===== config.mk =====
export PLATFORM = sky130hd
export DESIGN_NAME = pc_unit
export DESIGN_NICKNAME = d
export VERILOG_FILES = /design/src/rtl/neko_pc_pkg.sv /design/src/rtl/pc_ras.sv /design/src/rtl/pc_unit.sv
export SDC_FILE = /design/constraint.sdc
export NUM_CORES = 1
export LEC_CHECK = 0
export BUFFER_PORTS_ARGS = -buffer_cell sky130_fd_sc_hd__buf_2
export CAP_MARGIN = 20
export CELL_PAD_IN_SITES_DETAIL_PLACEMENT = 0
export CELL_PAD_IN_SITES_GLOBAL_PLACEMENT = 1
export CORE_MARGIN = 1.5
export CORE_UTILIZATION = 35
export CTS_CLUSTER_DIAMETER = 50
export DETAILED_ROUTE_END_ITERATION = 7
export PLACE_DENSITY_LB_ADDON = 0.1
export SETUP_SLACK_MARGIN = 0.1
export SYNTH_ARGS = -nofsm -noshare
export SYNTH_HDL_FRONTEND = slang
export SYNTH_SLANG_ARGS = --single-unit

===== constraint.sdc =====
create_clock -name clk -period 6 [get_ports clk]
set_clock_uncertainty 0.1 [all_clocks]
set_input_delay 0.6 -clock clk [delete_from_list [all_inputs] [get_ports clk]]
set_output_delay 0.6 -clock clk [all_outputs]
set_load 0.005 [all_outputs]

===== src/rtl/neko_pc_pkg.sv =====
// Shared types and constants for the Neko-V fetch PC unit.
//   redirect_mode_t : encoding of the redirect_mode input
//   STEP_32/STEP_16 : sequential step sizes in bytes
package neko_pc_pkg;

    typedef enum logic [1:0] {
        SET  = 2'd0,
        REL  = 2'd1,
        CALL = 2'd2,
        RET  = 2'd3
    } redirect_mode_t;

    localparam int unsigned STEP_32 = 4;
    localparam int unsigned STEP_16 = 2;

endpackage


===== src/rtl/pc_ras.sv =====
// Circular return-address stack with saturating occupancy count.
//   clk, reset : clock, synchronous active-high reset
//   push, data : write data as the new top (overwrites oldest when full)
//   pop        : drop the top entry (ignored when empty)
//   top        : current top entry (undefined when empty)
//   empty/full : registered occupancy flags
module pc_ras #(
    parameter int unsigned XLEN      = 32,
    parameter int unsigned RAS_DEPTH = 4
) (
    input  logic            clk,
    input  logic            reset,
    input  logic            push,
    input  logic            pop,
    input  logic [XLEN-1:0] data,
    output logic [XLEN-1:0] top,
    output logic            empty,
    output logic            full
);

    localparam int unsigned PTR_W = $clog2(RAS_DEPTH);
    localparam int unsigned CNT_W = $clog2(RAS_DEPTH + 1);

    logic [XLEN-1:0]  entries [RAS_DEPTH];
    logic [PTR_W-1:0] ptr;        // next slot to write; top is ptr-1
    logic [PTR_W-1:0] ptr_next;
    logic [CNT_W-1:0] count;
    logic [CNT_W-1:0] count_next;
    logic [PTR_W-1:0] top_idx;

    assign top_idx = ptr - PTR_W'(1);
    assign top     = entries[top_idx];

    // Pointer/count update; push and pop are mutually exclusive at the caller.
    always_comb begin
        ptr_next   = ptr;
        count_next = count;
        if (push) begin
            ptr_next = ptr + PTR_W'(1);
            if (count != CNT_W'(RAS_DEPTH)) begin
                count_next = count + CNT_W'(1);
            end
        end else if (pop && (count != '0)) begin
            ptr_next   = ptr - PTR_W'(1);
            count_next = count - CNT_W'(1);
        end
    end

    always_ff @(posedge clk) begin
        if (reset) begin
            ptr   <= '0;
            count <= '0;
            empty <= 1'b1;
            full  <= 1'b0;
        end else begin
            ptr   <= ptr_next;
            count <= count_next;
            empty <= (count_next == '0);
            full  <= (count_next == CNT_W'(RAS_DEPTH));
        end
    end

    // Storage carries no reset; contents are meaningless while count is 0.
    always_ff @(posedge clk) begin
        if (push && !reset) begin
            entries[ptr] <= data;
        end
    end

endmodule


===== src/rtl/pc_unit.sv =====
// Fetch program-counter unit: sequential advance, redirects (SET/REL/CALL/RET),
// trap entry with EPC capture, and mret.
//   clk, reset          : clock, synchronous active-high reset
//   stall, advance      : sequential advance when advance && !stall
//   is_compressed       : 2-byte step (only with C_EXT)
//   redirect_*          : redirect request from execute
//   trap_valid/vector/epc, mret_valid : trap logic
//   pc, epc             : fetch PC and saved exception PC
//   misaligned          : one-cycle pulse for a rejected redirect
//   ras_empty, ras_full : return-address stack occupancy
module pc_unit
    import neko_pc_pkg::*;
#(
    parameter int unsigned     XLEN         = 32,
    parameter logic [XLEN-1:0] RESET_VECTOR = '0,
    parameter int unsigned     RAS_DEPTH    = 4,
    parameter bit              C_EXT        = 1'b0
) (
    input  logic            clk,
    input  logic            reset,
    input  logic            stall,
    input  logic            advance,
    input  logic            is_compressed,
    input  logic            redirect_valid,
    input  logic [1:0]      redirect_mode,
    input  logic [XLEN-1:0] redirect_base,
    input  logic [XLEN-1:0] redirect_data,
    input  logic            redirect_len2,
    input  logic            trap_valid,
    input  logic [XLEN-1:0] trap_vector,
    input  logic [XLEN-1:0] trap_epc,
    input  logic            mret_valid,
    output logic [XLEN-1:0] pc,
    output logic [XLEN-1:0] epc,
    output logic            misaligned,
    output logic            ras_empty,
    output logic            ras_full
);

    redirect_mode_t  mode;
    logic [XLEN-1:0] ras_top;
    logic            ras_push;
    logic            ras_pop;
    logic [XLEN-1:0] step;
    logic [XLEN-1:0] link;
    logic [XLEN-1:0] target;
    logic            aligned;
    logic            redirect_win;
    logic [XLEN-1:0] pc_next;
    logic [XLEN-1:0] epc_next;
    logic            misaligned_next;

    assign mode = redirect_mode_t'(redirect_mode);

    pc_ras #(
        .XLEN      (XLEN),
        .RAS_DEPTH (RAS_DEPTH)
    ) u_ras (
        .clk   (clk),
        .reset (reset),
        .push  (ras_push),
        .pop   (ras_pop),
        .data  (link),
        .top   (ras_top),
        .empty (ras_empty),
        .full  (ras_full)
    );

    // Target selection, alignment check and the trap > mret > redirect > advance mux.
    always_comb begin
        step            = (C_EXT && is_compressed) ? XLEN'(STEP_16) : XLEN'(STEP_32);
        link            = redirect_base + (redirect_len2 ? XLEN'(STEP_16) : XLEN'(STEP_32));
        target          = redirect_data;
        pc_next         = pc;
        epc_next        = epc;
        misaligned_next = 1'b0;

        case (mode)
            SET:       target = redirect_data;
            REL, CALL: target = redirect_base + redirect_data;
            RET:       target = ras_empty ? redirect_data : ras_top;
            default:   target = redirect_data;
        endcase

        aligned      = C_EXT ? (target[0] == 1'b0) : (target[1:0] == 2'b00);
        redirect_win = redirect_valid && !trap_valid && !mret_valid;
        // A rejected or losing redirect must leave the RAS untouched.
        ras_push     = redirect_win && aligned && (mode == CALL);
        ras_pop      = redirect_win && aligned && (mode == RET) && !ras_empty;

        if (trap_valid) begin
            pc_next  = trap_vector & ~XLEN'(3);
            epc_next = trap_epc;
        end else if (mret_valid) begin
            pc_next = epc;
        end else if (redirect_valid) begin
            if (aligned) begin
                pc_next = target;
            end else begin
                misaligned_next = 1'b1;
            end
        end else if (advance && !stall) begin
            pc_next = pc + step;
        end
    end

    always_ff @(posedge clk) begin
        if (reset) begin
            pc         <= RESET_VECTOR;
            epc        <= '0;
            misaligned <= 1'b0;
        end else begin
            pc         <= pc_next;
            epc        <= epc_next;
            misaligned <= misaligned_next;
        end
    end

endmodule


== Word-level counts from Yosys, hierarchy flattened ==
Memory sizes are Yosys's and may differ from the RTL's.
Index checks and enable logic that the tools add are counted.

* Logic and storage cells: 66
* Bits in writable memories: 128
* Output and inout port bits: 67
* Memories kept: 1
* Flip-flop bits (word level): 72
* Input bits: 139

{| class="wikitable"
|+ Memories
! name !! depth !! width !! rd ports !! clocked after Yosys merged registers in !! wr ports !! line !! RTL
|-
| u_ras.entries || 4 || 32 || 1 || 0 || 1 || pc_ras.sv:24 || <nowiki>logic [XLEN-1:0] entries [RAS_DEPTH];</nowiki>
|}

* Reductions and logical operators: 26
* Mux-type cells: 16
* Add/subtract/negate cells: 7
* Equal/unequal tests: 7
* Bitwise logic cells: 1

{| class="wikitable"
|+ Operator list
! operator !! number
|-
| $mux W32 || 6
|-
| $pmux W32 S3 || 1
|-
| $add A32 B3 Y32 || 1
|-
| $add A32 B3 Y32 const B || 1
|-
| $add A32 B32 Y32 || 1
|-
| $mux W3 || 4
|-
| $logic_and A1 B1 Y1 || 9
|-
| $reduce_bool A3 Y1 || 2
|-
| $logic_not A1 Y1 || 5
|-
| $eq A2 B2 Y1 const B || 2
|-
| $logic_not A2 Y1 || 2
|-
| $mux W2 || 2
|-
| $ne A4 B1 Y1 const B || 1
|-
| $reduce_and A2 Y1 || 2
|-
| $reduce_bool A4 Y1 || 1
|-
| $reduce_or A2 Y1 || 2
|-
| $reduce_or A4 Y1 || 1
|-
| $add A3 B1 Y3 const B || 1
|-
| $eq A3 B3 Y1 const B || 1
|-
| $logic_not A3 Y1 || 1
|-
| $mux W1 || 3
|-
| $ne A3 B1 Y1 const B || 1
|-
| $ne A3 B3 Y1 const B || 1
|-
| $sub A3 B1 Y3 const B || 1
|-
| other kinds (5) || 5
|}

== Depth between registers and ports, before layout ==
An unclocked memory read counts as a cell.

* Word-level depth: 12
* Gate-level depth with buffers: 14
* Mapped depth without buffers: 11

== By module ==
Synthesis repeated with hierarchy kept, for this count alone.

* Cells, all modules: 1091
* Area, all modules: 11564.8 µm²

{| class="wikitable"
|+ Modules (own cells, without submodules)
! module !! area each (µm²) !! cells each !! sequential area each (µm²) !! instances
|-
| pc_unit || 6486.2 || 870 || 1301.2 || 1
|-
| pc_ras || 5078.6 || 221 || 3983.8 || 1
|}

== Worst setup path after synthesis ==
Ideal clock, no wire load.

* Path kind: reg2reg
* Start: register u_ras.ptr[0]
* End: memory u_ras.entries[0][0] (enable)
* Data required time: 5.508 ns
* Path slack: 2.341 ns
* Arrival: 3.167 ns
* Path buffers: 5
* Setup time: 0.392 ns
* Period minus slack after synthesis: 3.659 ns
* Cell stages (with the launch flop): 12
* Cell sequence: dfxtp_1 > buf_2 > buf_4 > buf_4 > inv_1 > ha_1 > buf_2 > mux4_2 > o211a_1 > and3_1 > clkbuf_1 > and3_1

* Cells in the longest elaborated chain, start to end: 10

{| class="wikitable"
|+ RTL lines
! item !! line !! RTL
|-
| from (decl) || pc_ras.sv:25 || <nowiki>logic [PTR_W-1:0] ptr;</nowiki>
|-
| from (signal assigned) || pc_ras.sv:56 || <nowiki>ptr <= ptr_next;</nowiki>
|-
| $sub A2 B1 Y2 || pc_ras.sv:31 || <nowiki>assign top_idx = ptr - PTR_W'(1);</nowiki>
|-
| $mem_v2 Z4 W32 || n/a ||
|-
| $mux W32 || pc_unit.sv:81 || <nowiki>RET: target = ras_empty ? redirect_data : ras_top;</nowiki>
|-
| $pmux W32 S3 || pc_unit.sv:78 || <nowiki>case (mode)</nowiki>
|-
| $logic_not A2 Y1 || pc_unit.sv:85 || <nowiki>aligned = C_EXT ? (target[0] == 1'b0) : (target[1:0] == 2'b00);</nowiki>
|-
| $logic_and A1 B1 Y1 (2 in series) || pc_unit.sv:88 || <nowiki>ras_push = redirect_win && aligned && (mode == CALL);</nowiki>
|-
| $logic_and A1 B1 Y1 || pc_ras.sv:65 || <nowiki>if (push && !reset) begin</nowiki>
|-
| $mux W1 || pc_ras.sv:65 ||
|-
| $mux W1 (not written as such) || pc_ras.sv:66 || <nowiki>entries[ptr] <= data;</nowiki>
|-
| to (decl) || pc_ras.sv:24 ||
|}

Parallel ways exist; a longest one is shown, timed or not.

== Final worst setup path ==
* Start: input port redirect_mode[0]
* End: register pc[19]

* Cells in the longest elaborated chain, start to end: 7
* Elaborated cells between the ends (all ways): 13
* Classes of those cells: 4 x eq/ne; 5 x mux; 4 x reduce/logical

{| class="wikitable"
|+ RTL lines
! item !! line !! RTL
|-
| from (decl) || pc_unit.sv:25 || <nowiki>input logic [1:0] redirect_mode,</nowiki>
|-
| $eq A2 B2 Y1 or $eq A2 B1 Y1 (tied branches) || pc_unit.sv:78 ||
|-
| $reduce_or A2 Y1 || pc_unit.sv:78 ||
|-
| $pmux W32 S3 (*) || pc_unit.sv:78 ||
|-
| $mux W32 || pc_unit.sv:97 || <nowiki>if (aligned) begin</nowiki>
|-
| $mux W32 || pc_unit.sv:96 || <nowiki>end else if (redirect_valid) begin</nowiki>
|-
| $mux W32 || pc_unit.sv:94 || <nowiki>end else if (mret_valid) begin</nowiki>
|-
| $mux W32 || pc_unit.sv:91 || <nowiki>if (trap_valid) begin</nowiki>
|-
| to (signal assigned) || pc_unit.sv:113 || <nowiki>pc <= pc_next;</nowiki>
|-
| to (decl) || pc_unit.sv:33 || <nowiki>output logic [XLEN-1:0] pc,</nowiki>
|}

Every way passes the cells marked *; elsewhere a longest branch is shown, timed or not. The select of a mux whose other input is x is not followed.
A chain may end at the register's enable or synchronous reset.

==> reports/results.ini <==
[cts]
cts.sink_count = 200
ctsResizeCount = 0
cts-root-buf = clkbuf_16
htreeDepth = 4
numCtsBuffers = 17
cts.clk_slew.worst_paths_ns = 0.08
clock_latency_ns = 0.44
ctsHoldBuffers = 0
cts_tree = yes
cts_setup_buffers = 0
clockBufferDepth = 2

[setup_path]
critPathMaxFanout = 20
crit_path_start_kind = input port
crit_chain = buf_2 > inv_1 > ha_1 > inv_1 > nand2_1 > o2111ai_2 > nand2_1 > buf_4 > o21ai_0 > or4_1 > o22ai_1
cpPeakStageDelay_ns = 0.70
worstSetupPathType = input port to flip-flop
critPathCaptureType = flip-flop
slowest_stage = ha_1
reg2reg_setup_slack_ns = 2.52
critical_path_required_ns = 6.27
crit_arrival_ns = 4.04

[timing]
period_share = 0.628
rsz0062_at_grt = false
report.final.hold_viol_count = 0
drv_slew = 0
setup_violations = 0
relSlewSlack = 0.374
final.setup.tns_ns = 0
worst_slew_pin_slew_ns = 0.937
finalCriticalPeriod_ns = 3.77
clock.fmax_mhz = 265

[drt]
dr.pass1.iters = 6
wl_per_cell_um = 21.8
ant_nets = 0
routed_wl_um = 38300
vias_per_cell = 5.44
route.vias.total = 9557
drtIter0Drc = 734
drc_errors = 0

[synth]
synth_compound_area_frac = 0.177
synth-seq-area-share = 0.449
synth_seq_cells = 200
synthMuxAreaShare = 0.0894
netlist-cell-type-count = 89
synth_top_family_by_area = compound AO/OA/AOI/OAI gates
synth-edff-count = 128
ys_warn_count = 0
synth_simple_gate_area_frac = 0.145
async_reset_ff_frac = 0
ys_top_cells_by_area = edfxtp_1, dfxtp_1, mux4_2, ha_1, xnor2_1
synth-xor-area-share = 0.0550
synth_fa_ha_area_frac = 0.0501
synthFlopType = edfxtp_1
avgSynthCellArea_um2 = 10.5
synthCells = 1123
yosysTopAreaCell = edfxtp_1
synth_top_area_frac = 0.326
syn-num-nets = 1308
netlist_area_um2 = 11800

[global_routing]
grt_usage = 0.219
grt_pass1_wl_um = 57700
grt-ovfl-total = 0
antenna_found_initial = 0
grt_max_degree = 68
grt_pass1_vias = 9231

[floorplan]
die-area_um2 = 34800
die_width_um = 186
core_um2 = 33400
rows = 67
start_util = 0.353
fp.dieH_um = 186
io_pins = 206

[status]
outcome = completed

[finish]
layout.nets = 1481
drive_gt1_frac = 0.238
nFillCells = 3350
multi_input_area_um2 = 6090
fin_util = 0.413
area_growth_pct = 17.0
seqCellArea_um2 = 5290
stdcell_count = 1757
diodes = 0

[flow_run]
maxCapViolations = 0

[power_and_ir_drop]
p_leak_uw = 0.00540
cellPowerDensity_nw_per_um2 = 240
ir_drop_uv = 191

[hold_path]
hold_class = input port to flip-flop

[placed_design]
gp_congestion = 0.820
dp.cells = 1725
port_buffers = 202
dpl.hpwl_um = 28500

-- sequential cells by signal (all words and copies together) (netlist names), named ones only --
signal / count
u_ras.count: 3
u_ras.full: 1
u_ras.ptr: 2
u_ras.empty: 1
misaligned: 1
pc: 30
u_ras.entries: 128
epc: 32
-- per-stage QoR --
step / worst slack (ns) / hold WS (ns) / area (um2) / power [uW]
floorplan: 2.34 / 0.378 / 11800 / 1930
global placement: 1.72 / 0.382 / 13200 / 2160
detailed placement: 1.64 / 0.396 / 13200 / 2160
CTS: 2.12 / 0.266 / 13800 / 3340
global route: 2.01 / 0.285 / 13800 / 3450
finish: 2.23 / 0.282 / 13800 / 3310
-- cell usage in the layout (no fill, tap or decap), types with 9 or more instances in the layout --
cell	synthesis	layout
buf_2	15	201
edfxtp_1	128	128
nor2_1	94	94
nand2_1	88	88
a21oi_1	72	72
dfxtp_1	72	71
xnor2_1	47	47
o21ai_0	45	45
ha_1	44	44
nand3_1	42	42
inv_1	32	32
mux4_2	31	31
mux2i_1	31	31
xor2_1	27	27
and3_1	24	24
nor3_1	18	18
buf_4	3	18
clkbuf_16	0	17
a21o_1	16	16
nand4_1	15	15
o211ai_1	13	13
a31oi_1	13	13
a221oi_1	13	13
or3_1	12	12
o21a_1	11	11
o21ai_1	10	10
a221o_1	10	10
a22oi_1	10	10
o221ai_1	9	9
-- cell families after synthesis --
| kind of cell | Yosys count |
|---|---|
| and+or+nand+nor | 343 |
| AOI/OAI and AO/OA | 297 |
| DFF | 200 |
| buffers and inverters | 97 |
| xor gates and xnor gates | 74 |
| muxes | 66 |
| adders and majority gates | 46 |
-- cell usage after synthesis (13+ instances only) --
cell      instances
buf_2            15
a31oi_1          13
xor2_1           27
mux2i_1          31
ha_1             44
a21oi_1          72
a21o_1           16
nand3_1          42
edfxtp_1        128
o211ai_1         13
a221oi_1         13
nor2_1           94
clkbuf_1         37
o21ai_0          45
dfxtp_1          72
nand2_1          88
inv_1            32
and3_1           24
nor3_1           18
mux4_2           31
xnor2_1          47
nand4_1          15
-- critical path, delay by kind of cell --
kind            cells  cell delay (ns)
simple gates        3             1.29
buf+inv             4             0.98
fa+ha+maj           1             0.70
compound gates      3             0.45
-- final timing paths --
check,start,endpoint,depth (start not counted)
min,trap_epc[25],epc[25]$_SDFFE_PP0P_,3
max reg2reg,u_ras.ptr[0]$_SDFFE_PP0P_,pc[29]$_SDFFE_PP0P_,9
min reg2reg,pc[8]$_SDFFE_PP0P_,pc[8]$_SDFFE_PP0P_,2
max,redirect_mode[0],pc[19]$_SDFFE_PP0P_,11
-- layer usage --
metal,part of all wire,global-route usage,vias up
li1,-,-,4629
met1,0.50,0.332,4605
met2,0.43,0.327,301
met3,0.056,0.0346,22
met4,0.012,0.0487,0
met5,0,0,-
-- final cells by class --
type	count	share of cell area
Inverter	32	0.00871
Timing Repair Buffer	219	0.0828
Clock buffer	17	0.0309
Clock inverter	15	0.0116
Multi-Input combinational cell	826	0.442
Sequential cell	200	0.383
Tap cell	448	0.0407
-- report_power, final --
| group | internal, uW | switching [uW] |
|---|---|---|
| clock | 592 | 586 |
| combinational | 239 | 351 |
| sequential | 1500 | 43.3 |
No activity file was read; power rests on OpenSTA's default activity.
